<file path="src/rtl/rr_stream_arbiter.sv">
// Round-robin merge of NUM_REQ valid/ready streams into one registered output stage.
// Define RR_ARB_PACKET_LOCK_EN to hold the grant on one requester until its last beat.
module rr_stream_arbiter #(
    parameter int unsigned NUM_REQ    = 4,
    parameter int unsigned DATA_WIDTH = 8,
    localparam int unsigned SRC_W     = $clog2(NUM_REQ)
) (
    input  logic                          clk,
    input  logic                          reset,
    input  logic [NUM_REQ*DATA_WIDTH-1:0] req_data,
    input  logic [NUM_REQ-1:0]            req_valid,
    input  logic [NUM_REQ-1:0]            req_last,
    output logic [NUM_REQ-1:0]            req_ready,
    output logic [DATA_WIDTH-1:0]         out_data,
    output logic [SRC_W-1:0]              out_src,
    output logic                          out_last,
    output logic                          out_valid,
    input  logic                          out_ready
);

    logic                  w_load_en;
    logic                  w_any;
    logic [SRC_W-1:0]      w_gnt_idx;
    logic [SRC_W-1:0]      w_ptr_next;
    logic [NUM_REQ-1:0]    w_cand;
    logic [DATA_WIDTH-1:0] w_gnt_data;
    logic                  w_gnt_last;

    logic [SRC_W-1:0]      r_ptr;
    logic [DATA_WIDTH-1:0] r_data;
    logic [SRC_W-1:0]      r_src;
    logic                  r_last;
    logic                  r_valid;

`ifdef RR_ARB_PACKET_LOCK_EN
    logic                  r_locked;
    logic [SRC_W-1:0]      r_lock_idx;

    // While a packet is open only its owner may compete.
    always_comb begin
        w_cand = req_valid;
        if (r_locked) begin
            for (int unsigned i = 0; i < NUM_REQ; i++) begin
                w_cand[i] = req_valid[i] && (SRC_W'(i) == r_lock_idx);
            end
        end
    end
`else
    assign w_cand = req_valid;
`endif

    assign w_load_en = ~r_valid | out_ready;

    // First candidate at or after the pointer, scanning modulo NUM_REQ.
    always_comb begin
        w_any     = 1'b0;
        w_gnt_idx = '0;
        for (int unsigned k = 0; k < NUM_REQ; k++) begin
            if (!w_any && w_cand[(32'(r_ptr) + k) % NUM_REQ]) begin
                w_any     = 1'b1;
                w_gnt_idx = SRC_W'((32'(r_ptr) + k) % NUM_REQ);
            end
        end
    end

    always_comb begin
        w_gnt_data = '0;
        w_gnt_last = 1'b0;
        for (int unsigned i = 0; i < NUM_REQ; i++) begin
            if (SRC_W'(i) == w_gnt_idx) begin
                w_gnt_data = req_data[i*DATA_WIDTH +: DATA_WIDTH];
                w_gnt_last = req_last[i];
            end
        end
    end

    assign w_ptr_next = (w_gnt_idx == SRC_W'(NUM_REQ - 1)) ? '0 : w_gnt_idx + SRC_W'(1);

    always_comb begin
        for (int unsigned i = 0; i < NUM_REQ; i++) begin
            req_ready[i] = w_load_en && w_any && !reset && (SRC_W'(i) == w_gnt_idx);
        end
    end

    always_ff @(posedge clk or posedge reset) begin
        if (reset) begin
            r_ptr      <= '0;
            r_data     <= '0;
            r_src      <= '0;
            r_last     <= 1'b0;
            r_valid    <= 1'b0;
`ifdef RR_ARB_PACKET_LOCK_EN
            r_locked   <= 1'b0;
            r_lock_idx <= '0;
`endif
        end else if (w_load_en) begin
            if (w_any) begin
                r_valid <= 1'b1;
                r_data  <= w_gnt_data;
                r_src   <= w_gnt_idx;
                r_last  <= w_gnt_last;
`ifdef RR_ARB_PACKET_LOCK_EN
                // Pointer moves past the owner only when its packet closes.
                if (w_gnt_last) begin
                    r_locked <= 1'b0;
                    r_ptr    <= w_ptr_next;
                end else begin
                    r_locked   <= 1'b1;
                    r_lock_idx <= w_gnt_idx;
                end
`else
                r_ptr   <= w_ptr_next;
`endif
            end else begin
                r_valid <= 1'b0;
            end
        end
    end

    assign out_data  = r_data;
    assign out_src   = r_src;
    assign out_last  = r_last;
    assign out_valid = r_valid;

endmodule

</file>
<file path="config.mk">
export PLATFORM = sky130hd
export DESIGN_NAME = rr_stream_arbiter
export DESIGN_NICKNAME = d
export VERILOG_FILES = /design/src/rtl/rr_stream_arbiter.sv
export SDC_FILE = /design/constraint.sdc
export NUM_CORES = 1
export LEC_CHECK = 0
export ABC_AREA = 1
export BUFFER_PORTS_ARGS = -buffer_cell sky130_fd_sc_hd__buf_2
export CORE_MARGIN = 2
export CORE_UTILIZATION = 49
export DETAILED_ROUTE_END_ITERATION = 10
export HOLD_SLACK_MARGIN = 0.02
export PLACE_DENSITY = 0.85
export SLEW_MARGIN = 20
export SYNTH_ARGS = -nofsm -noshare
export SYNTH_HDL_FRONTEND = slang
export SYNTH_SLANG_ARGS = --single-unit
</file>
<file path="constraint.sdc">
create_clock -name clk -period 6.1 [get_ports clk]
set_input_delay 0.61 -clock clk [delete_from_list [all_inputs] [get_ports clk]]
set_output_delay 0.61 -clock clk [all_outputs]
set_load 0.005 [all_outputs]
</file>
Word-level counts from Yosys, hierarchy flattened. Index checks and enable logic that the tools add are counted. W data, S select, Z words.

Register bits after elaboration: 14. Input bits: 43.

Add/sub/neg operators: 4. Magnitude comparators: 4. Eq/ne operators: 4. Multiplexer cells: 26. Bitwise operators: 2. Reduce and logical (&&, ||, !) cells: 15.

Operators with widths (number): $mux W8 (4); $mux W1 (13); $lt A2 B3 Y1 const B (4); $mux W2 (5); $logic_and A1 B1 Y1 (9); $bmux W1 S2 (4); $add A2 B1 Y2 const B (2); $add A2 B2 Y2 const B (2); $eq A2 B2 Y1 const A (2); $logic_not A1 Y1 (4); $eq A1 B2 Y1 const A (1); $eq A2 B2 Y1 const B (1); $logic_not A2 Y1 (1); $reduce_and A2 Y1 (1); $not A1 Y1 (1); $or A1 B1 Y1 (1).

Logic depth before layout (Yosys ltp). Gate-level depths: netlist of the first run.

Depth after elaboration: 17. Gate-level depth with buffers: 18.

Worst setup path after synthesis of the first run. No wires, ideal clock.

Kind: input to output. From: input port req_valid[3]. To: output port req_ready[3]. Arrival time: 2.148 ns. Data required time: 5.490 ns. Setup slack: 3.342 ns. Stages: 14. Cells stage by stage: inv_1 > nand2_2 > nand3_2 > nand2_2 > nor2_4 > nand3_1 > nand2_1 > nand2_1 > inv_1 > ha_1 > clkbuf_1 > clkbuf_1 > inv_1 > nor2_1.

RTL lines: from (decl) (RTL line 11) `input logic [NUM_REQ-1:0] req_valid,`; $bmux W1 S2 (RTL line 59) `if (!w_any && w_cand[(32'(r_ptr) + k) % NUM_REQ]) begin`; $mux W1 (implied by the code) (RTL line 59); $mux W1 (RTL line 59); $logic_not A1 Y1 (RTL line 59); $logic_and A1 B1 Y1 (RTL line 59); $mux W1 (RTL line 59); $logic_not A1 Y1 (RTL line 59); $logic_and A1 B1 Y1 (RTL line 59); $mux W1 (RTL line 59); $logic_not A1 Y1 (RTL line 59); $logic_and A1 B1 Y1 (RTL line 59); $mux W2 * (RTL line 59); via w_gnt_idx[0] (RTL line 23) `logic [SRC_W-1:0] w_gnt_idx;`; $eq A2 B2 Y1 * (RTL line 81) `req_ready[i] = w_load_en && w_any && !reset && (SRC_W'(i) == w_gnt_idx);`; $logic_and A1 B1 Y1 * (RTL line 81); to (decl) (RTL line 13) `output logic [NUM_REQ-1:0] req_ready,`.

The timed path passes the listed nets; every way through them passes the cells marked *. The select of a mux whose other input is x is not followed.

Worst setup path after layout of the first run.
From: register r_ptr[0]. To: output port req_ready[3].

RTL lines: from (decl) (RTL line 29) `logic [SRC_W-1:0] r_ptr;`; from (signal assigned) (RTL line 112) `r_ptr <= w_ptr_next;`; branches (longest 11 deep; another with $add A2 B1 Y2); $mux W2 * (RTL line 59); via w_gnt_idx[0] (RTL line 23); $eq A2 B2 Y1 * (RTL line 81); $logic_and A1 B1 Y1 * (RTL line 81).

Mark *: on every way through the listed nets, which the timed path passes. The select of a mux whose other input is x is not followed.

==> reports/metrics.cfg, run 1 <==
[placed_design]
port-buffer-count = 58
dp_hpwl_mm = 2.28
gp_congestion = 0.874

[power_and_ir_drop]
share_seq_of_total_power_pct = 18.1
power_density_nw_per_um2 = 660
power_switching_mw = 0.547
combinationalPowerShare_pct = 76.8
power_frac_clock_pct = 5.1
power_mw = 0.986
power.internal_mw = 0.440
peakVddDrop_uv = 555
leakagePower_nw = 0.894
swShare_pct = 55.4

[clocking]
clkTransAtPathRegs_ns = 0.08
cts_buffer_depth = 2
cts_made_buffers = 3
cts.repair.resized = 0
insertion_delay_ns = 0.27
hold_buffers = 0
cts_root_buf = clkbuf_4
htree_levels = 1
cts_tree = done
post_cts_buffers = 0
cts_sinks = 14

[yosys]
synth_ff_type = dfrtp_1
synth_top_area_share_pct = 29.4
synth.distinct_cells = 19
syn_area_um2 = 1190
synth-seq-cells = 14
yosys_warnings = 0
syn_nets = 241
ys_top_cells_by_count = nand2_1 (91), o21ai_0 (21), dfrtp_1 (14), inv_1 (14), a21oi_1 (10)
synthTopCellsByArea = dfrtp_1 (29%), nand2_1 (29%), o21ai_0 (8.8%), inv_1 (4.4%), a21oi_1 (4.2%)
synth_area_leader_cell = dfrtp_1
yosysSeqAreaShare_pct = 29.4
yosys.cell_count.top_type = nand2_1
synth_edf_count = 0
ys_async_sr_fraction_pct = 100
synthCells = 194
avgSynthCellArea_um2 = 6.14

[critical_path]
cp-start-kind = flip-flop
cp_slowest_stage_delay_ns = 0.60
cpMostUsedCell = nand2_1
r2r_slack_ns = 3.06
path_class = flip-flop to output pin
cp_max_fo = 19
cp_slowest_cell = dfrtp_1
cp-end-kind = output pin
critPathArrivalTime_ns = 2.67
timing.rr.end = out_data[0]
required_ns = 5.49
path_cells = inv_2 > nand2_1 > nand2_1 > nand2_1 > nand2_2 > nor2_4 > nand3_1 > nand2_1 > nand2_1 > inv_1 > ha_1 > inv_1 > nor2_1 > buf_2
reg2reg_depth = 17
regToRegStartpoint = r_ptr[0]

[die]
start_util_pct = 52.8
ios = 59
die_h_um = 53.3
fp.coreArea_um2 = 2250
dieArea_um2 = 2840
num_rows = 17
die_x_um = 53.3

[global_route]
antenna_found_initial = 0
grt_usage_pct = 21.9
grt_pass1_wl_mm = 4.69
grt.overflow.total = 0
grt_pass1_vias = 1132
grt_max_degree = 20

[status]
status = finished, final reports clean

[sta]
rsz0062_at_grt = false
min_period_over_period_pct = 53.8
hold_viol = 0
fin_crit_ns = 3.28
fmax_mhz = 305
worst_pin_slew_ns = 0.559
final-setup-viol-count = 0
max_slew_margin_pct = 62.6
skew_ns = 0.00325
hold-worst-slack_ns = 0.367
final_max_slew_viol_count = 0
finalSetupTns_ns = 0

[finish]
nNetsFinal = 297
drive_gt1_share_pct = 31.5
final_util_pct = 66.3
diodes = 0
syn_to_final_growth_pct = 25.4

[routing]
routedWlPerCell_um = 10.4
first_iter_violations = 33
vias = 1318
routed_via_density = 4.78
wl_mm = 2.86
postRouteAntennaNets = 0
drtPass1Iterations = 4
drc = 0

[min_path]
hp-class = input pin to asynchronous set/reset pin

[flow_run]
drv_cap = 0

-- worst max path at each step --
stage / from / cells after the start / end
2_1_floorplan: req_valid[3] / 14 / req_ready[3]
3_3_place_gp: r_ptr[0] / 14 / req_ready[3]
3_5_place_dp: req_valid[3] / 14 / req_ready[3]
4_1_cts: r_ptr[0] / 14 / req_ready[3]
5_1_grt: r_ptr[0] / 14 / req_ready[3]
6_report: r_ptr[0] / 14 / req_ready[3]
-- power by group through the flow --
| stage | clock (mW) | combinational, mW | sequential, mW |
|---|---|---|---|
| floorplan | 0 | 0.595 | 0.174 |
| global placement | 0 | 0.739 | 0.180 |
| detailed placement | 0 | 0.748 | 0.180 |
| CTS | 0.0502 | 0.753 | 0.178 |
| global route | 0.0548 | 0.883 | 0.183 |
| finish | 0.0506 | 0.757 | 0.179 |
-- layout make-up --
cell class                      count  area [um2]
Timing Repair Buffer               58         290
Fill cell                         228         761
Tap cell                           28        35.0
Inverter                           18        70.1
Multi-Input combinational cell    155         726
Clock buffer                        3        22.5
Sequential cell                    14         350
-- worst max-delay path: cells and delay by family (launching register included) --
family | cells | cell delay (ns)
and+or+nand+nor | 9 | 0.83
adders and majority gates | 1 | 0.46
buffers and inverters | 4 | 0.51
DFF | 1 | 0.60
-- cells in the final DEF (no fill, tap or decap) --
master    count
dfrtp_1      14
inv_2         3
inv_1        14
nor2_1        8
clkbuf_4      3
inv_4         1
nand3_2       3
nor2_4        1
nand2_1      91
nand2_2       6
nand3_1       7
buf_2        58
nand2_4       2
nor2_2        1
ha_1          4
a31oi_1       1
a21oi_1      10
o21ai_0      21
-- logic make-up after synthesis --
group                    synth area share (%)
flip-flops                               29.4
AO/OA/AOI/OAI                            13.6
AND/OR/NAND/NOR                          43.2
adder cells (fa/ha/maj)                  4.20
buffers and inverters                    9.66
-- per-layer routing --
layer  share of wire [%]  vias to the layer above  GRT usage, %
li1                    -                      717             -
met1                  50                      531          31.6
met2                  41                       64          32.5
met3                 8.3                        6          5.08
met4                0.59                        0          5.56
met5                   0                        -             0
-- through the flow --
step / instances / instance area, um2 / setup WS [ns]
finish: 276 / 1490 / 2.82
global route: 276 / 1490 / 2.39
CTS: 276 / 1490 / 2.83
detailed placement: 273 / 1470 / 3.10
global placement: 273 / 1470 / 3.14
floorplan: 194 / 1190 / 3.34
-- registers in the layout, summed over array words and instances (netlist names) --
register	flops
out_data	8
out_valid	1
out_src	2
r_ptr	2
out_last	1
Power figures use the tool's default switching activity.
==> run 2: changes to the inputs <==
- CORE_UTILIZATION: 49 -> 46
- PLACE_DENSITY: 0.85 -> 0.8
- clock period: 6.1 -> 3.32 ns (I/O delays scaled with it)
==> run 2 against run 1 <==
Power is 87% higher; sequential cell count stayed put; critical path type unchanged; sequential power is 82% higher; critical endpoint unchanged.
==> reports/metrics.cfg, run 2 (synthesized netlist as in run 1, its figures left out) <==
[clocking]
hold_buffers = 0  ; unchanged
cts_buffer_depth = 2  ; unchanged
cts_made_buffers = 3  ; unchanged
clkTransAtPathRegs_ns = 0.09  ; was 0.08 ns
insertion_delay_ns = 0.28  ; was 0.27 ns
post_cts_buffers = 0  ; unchanged
cts_tree = done  ; unchanged
htree_levels = 1  ; unchanged
cts_sinks = 14  ; unchanged
cts_root_buf = clkbuf_4  ; unchanged

[sta]
final-setup-viol-count = 0  ; unchanged
fin_crit_ns = 2.99
final_max_slew_viol_count = 0  ; unchanged
fmax_mhz = 335
finalSetupTns_ns = 0  ; unchanged
worst_slack_ns = 0.332  ; was 2.82 ns
worst_pin_slew_ns = 0.505  ; was 0.559 ns
max_slew_margin_pct = 66.4  ; was 62.6%
rsz0062_at_grt = false  ; unchanged
hold_viol = 0  ; unchanged
hold-worst-slack_ns = 0.0266  ; was 0.367 ns
skew_ns = 0.00713  ; was 0.00325 ns
min_period_over_period_pct = 90.0

[routing]
routed_via_density = 4.73  ; was 4.78
postRouteAntennaNets = 0  ; unchanged
wl_mm = 2.80  ; was 2.86 mm
first_iter_violations = 44  ; was 33
drc = 0  ; unchanged
drtPass1Iterations = 4  ; unchanged
routedWlPerCell_um = 9.99  ; was 10.4 um
vias = 1324  ; was 1318

[global_route]
met3_usage_pct = 3.01  ; was 5.08%
grt.overflow.total = 0  ; unchanged
grt_use_met1_pct = 29.5  ; was 31.6%
antenna_found_initial = 0  ; unchanged
use_met2_pct = 30.0  ; was 32.5%
grt_usage_pct = 20.5  ; was 21.9%
grt_max_degree = 20  ; unchanged
grt_pass1_wl_mm = 4.44  ; was 4.69 mm
grt_pass1_vias = 1049  ; was 1132
grt_busiest_layer = met2  ; unchanged

[critical_path]
required_ns = 2.99  ; was 5.49 ns
path_class = flip-flop to output pin  ; unchanged
cp-end-kind = output pin  ; unchanged
critPathArrivalTime_ns = 2.66  ; was 2.67 ns
cp-start-kind = flip-flop  ; unchanged
cp_max_fo = 19  ; unchanged

[die]
ios = 59  ; unchanged
start_util_pct = 48.5  ; was 52.8%
fp.coreArea_um2 = 2450  ; was 2250 um2
die_h_um = 54.9  ; was 53.3 um
num_rows = 18  ; was 17
die_x_um = 54.9  ; was 53.3 um
dieArea_um2 = 3010  ; was 2840 um2

[placed_design]
dpl_worst_slack_ns = 0.318  ; was 3.10 ns
dp_hpwl_mm = 2.30  ; was 2.28 mm
placedCellCount = 276  ; was 273
port-buffer-count = 58  ; unchanged
gp_congestion = 0.866  ; was 0.874

[power_and_ir_drop]
leakagePower_nw = 0.906  ; was 0.894 nW
peakVddDrop_uv = 815  ; was 555 uV
power_frac_clock_pct = 6.7  ; was 5.1%
combinationalPowerShare_pct = 75.6  ; was 76.8%
power.internal_mw = 0.835  ; was 0.440 mW
share_seq_of_total_power_pct = 17.7  ; was 18.1%
power_density_nw_per_um2 = 1210  ; was 660 nW/um2
power_switching_mw = 1.01  ; was 0.547 mW
swShare_pct = 54.6  ; was 55.4%

[finish]
nNetsFinal = 298  ; was 297
drive_gt1_share_pct = 32.4  ; was 31.5%
diodes = 0  ; unchanged
layoutNonFillerInstCount = 280  ; was 276
multi_input_area_um2 = 728  ; was 726 um2
final_cell_mix = nand2_1 (91), buf_2 (58), o21ai_0 (21)  ; unchanged
largest_register_ffs = 8  ; unchanged
register_area_um2 = 350  ; unchanged
fillers = 229  ; was 228
syn_to_final_growth_pct = 27.6  ; was 25.4%
final_common_cell = nand2_1  ; unchanged

[status]
status = finished, final reports clean  ; unchanged

[flow_run]
drv_cap = 0  ; unchanged

[min_path]
hp-class = input pin to asynchronous set/reset pin  ; unchanged

[run 2: routing by layer]
metal | vias up | part of all wire (%)
li1 | 720 | -
met4 | 0 | 0.93
met5 | - | 0
met2 | 55 | 45
met1 | 547 | 47
met3 | 2 | 7.0
[run 2: layout make-up]
type	count	area share, %
clock buffer	4	2.39
inverter	18	4.61
multi-input combinational	155	47.9
sequential	14	23.0
tap	30	2.47
timing repair buffer	59	19.6
[run 2: critical path: stages, from the launching register on]
cell and delay (ns):
dfrtp_1 0.58, inv_2 0.14, nand2_1 0.08, nand2_1 0.08, nand2_1 0.09, nand2_2 0.06, nor2_4 0.11, nand3_1 0.08
nand2_1 0.06, nand2_1 0.13, inv_1 0.12, ha_1 0.48, inv_1 0.13, nor2_1 0.12, buf_2 0.12
[run 2: final timing paths]
kind	startpoint	to	slack, ns	cells past startpoint
min reg2reg	out_data[1]	out_data[1]	0.48	2
min	reset	out_src[0]	0.03	3
max reg2reg	r_ptr[0]	out_data[6]	0.40	17
min in group clk	req_data[27]	out_data[3]	0.36	5
max	r_ptr[0]	req_ready[3]	0.33	14
max in group asynchronous	reset	out_data[1]	3.12	3
[run 2: repair_timing]
item / in CTS / in global routing
setup endpoints to repair: 0 / 2
gates resized for setup: 0 / 1
hold endpoints to repair: 0 / 0
[run 2: through the flow]
stage | cell area (um2) | utilization, % | total power, mW
global placement | 1480 | 60.3 | 1.69
finish | 1520 | 61.9 | 1.84
CTS | 1520 | 61.8 | 1.84
detailed placement | 1480 | 60.3 | 1.71
floorplan | 1190 | - | 1.41
global route | 1520 | 61.9 | 2.09
[run 2: power groups by stage]
stage | combinational, mW | sequential [mW] | clock, mW
floorplan | 1.09 | 0.319 | 0
global placement | 1.36 | 0.329 | 0
detailed placement | 1.38 | 0.329 | 0
CTS | 1.39 | 0.326 | 0.126
global route | 1.62 | 0.339 | 0.133
finish | 1.39 | 0.326 | 0.123
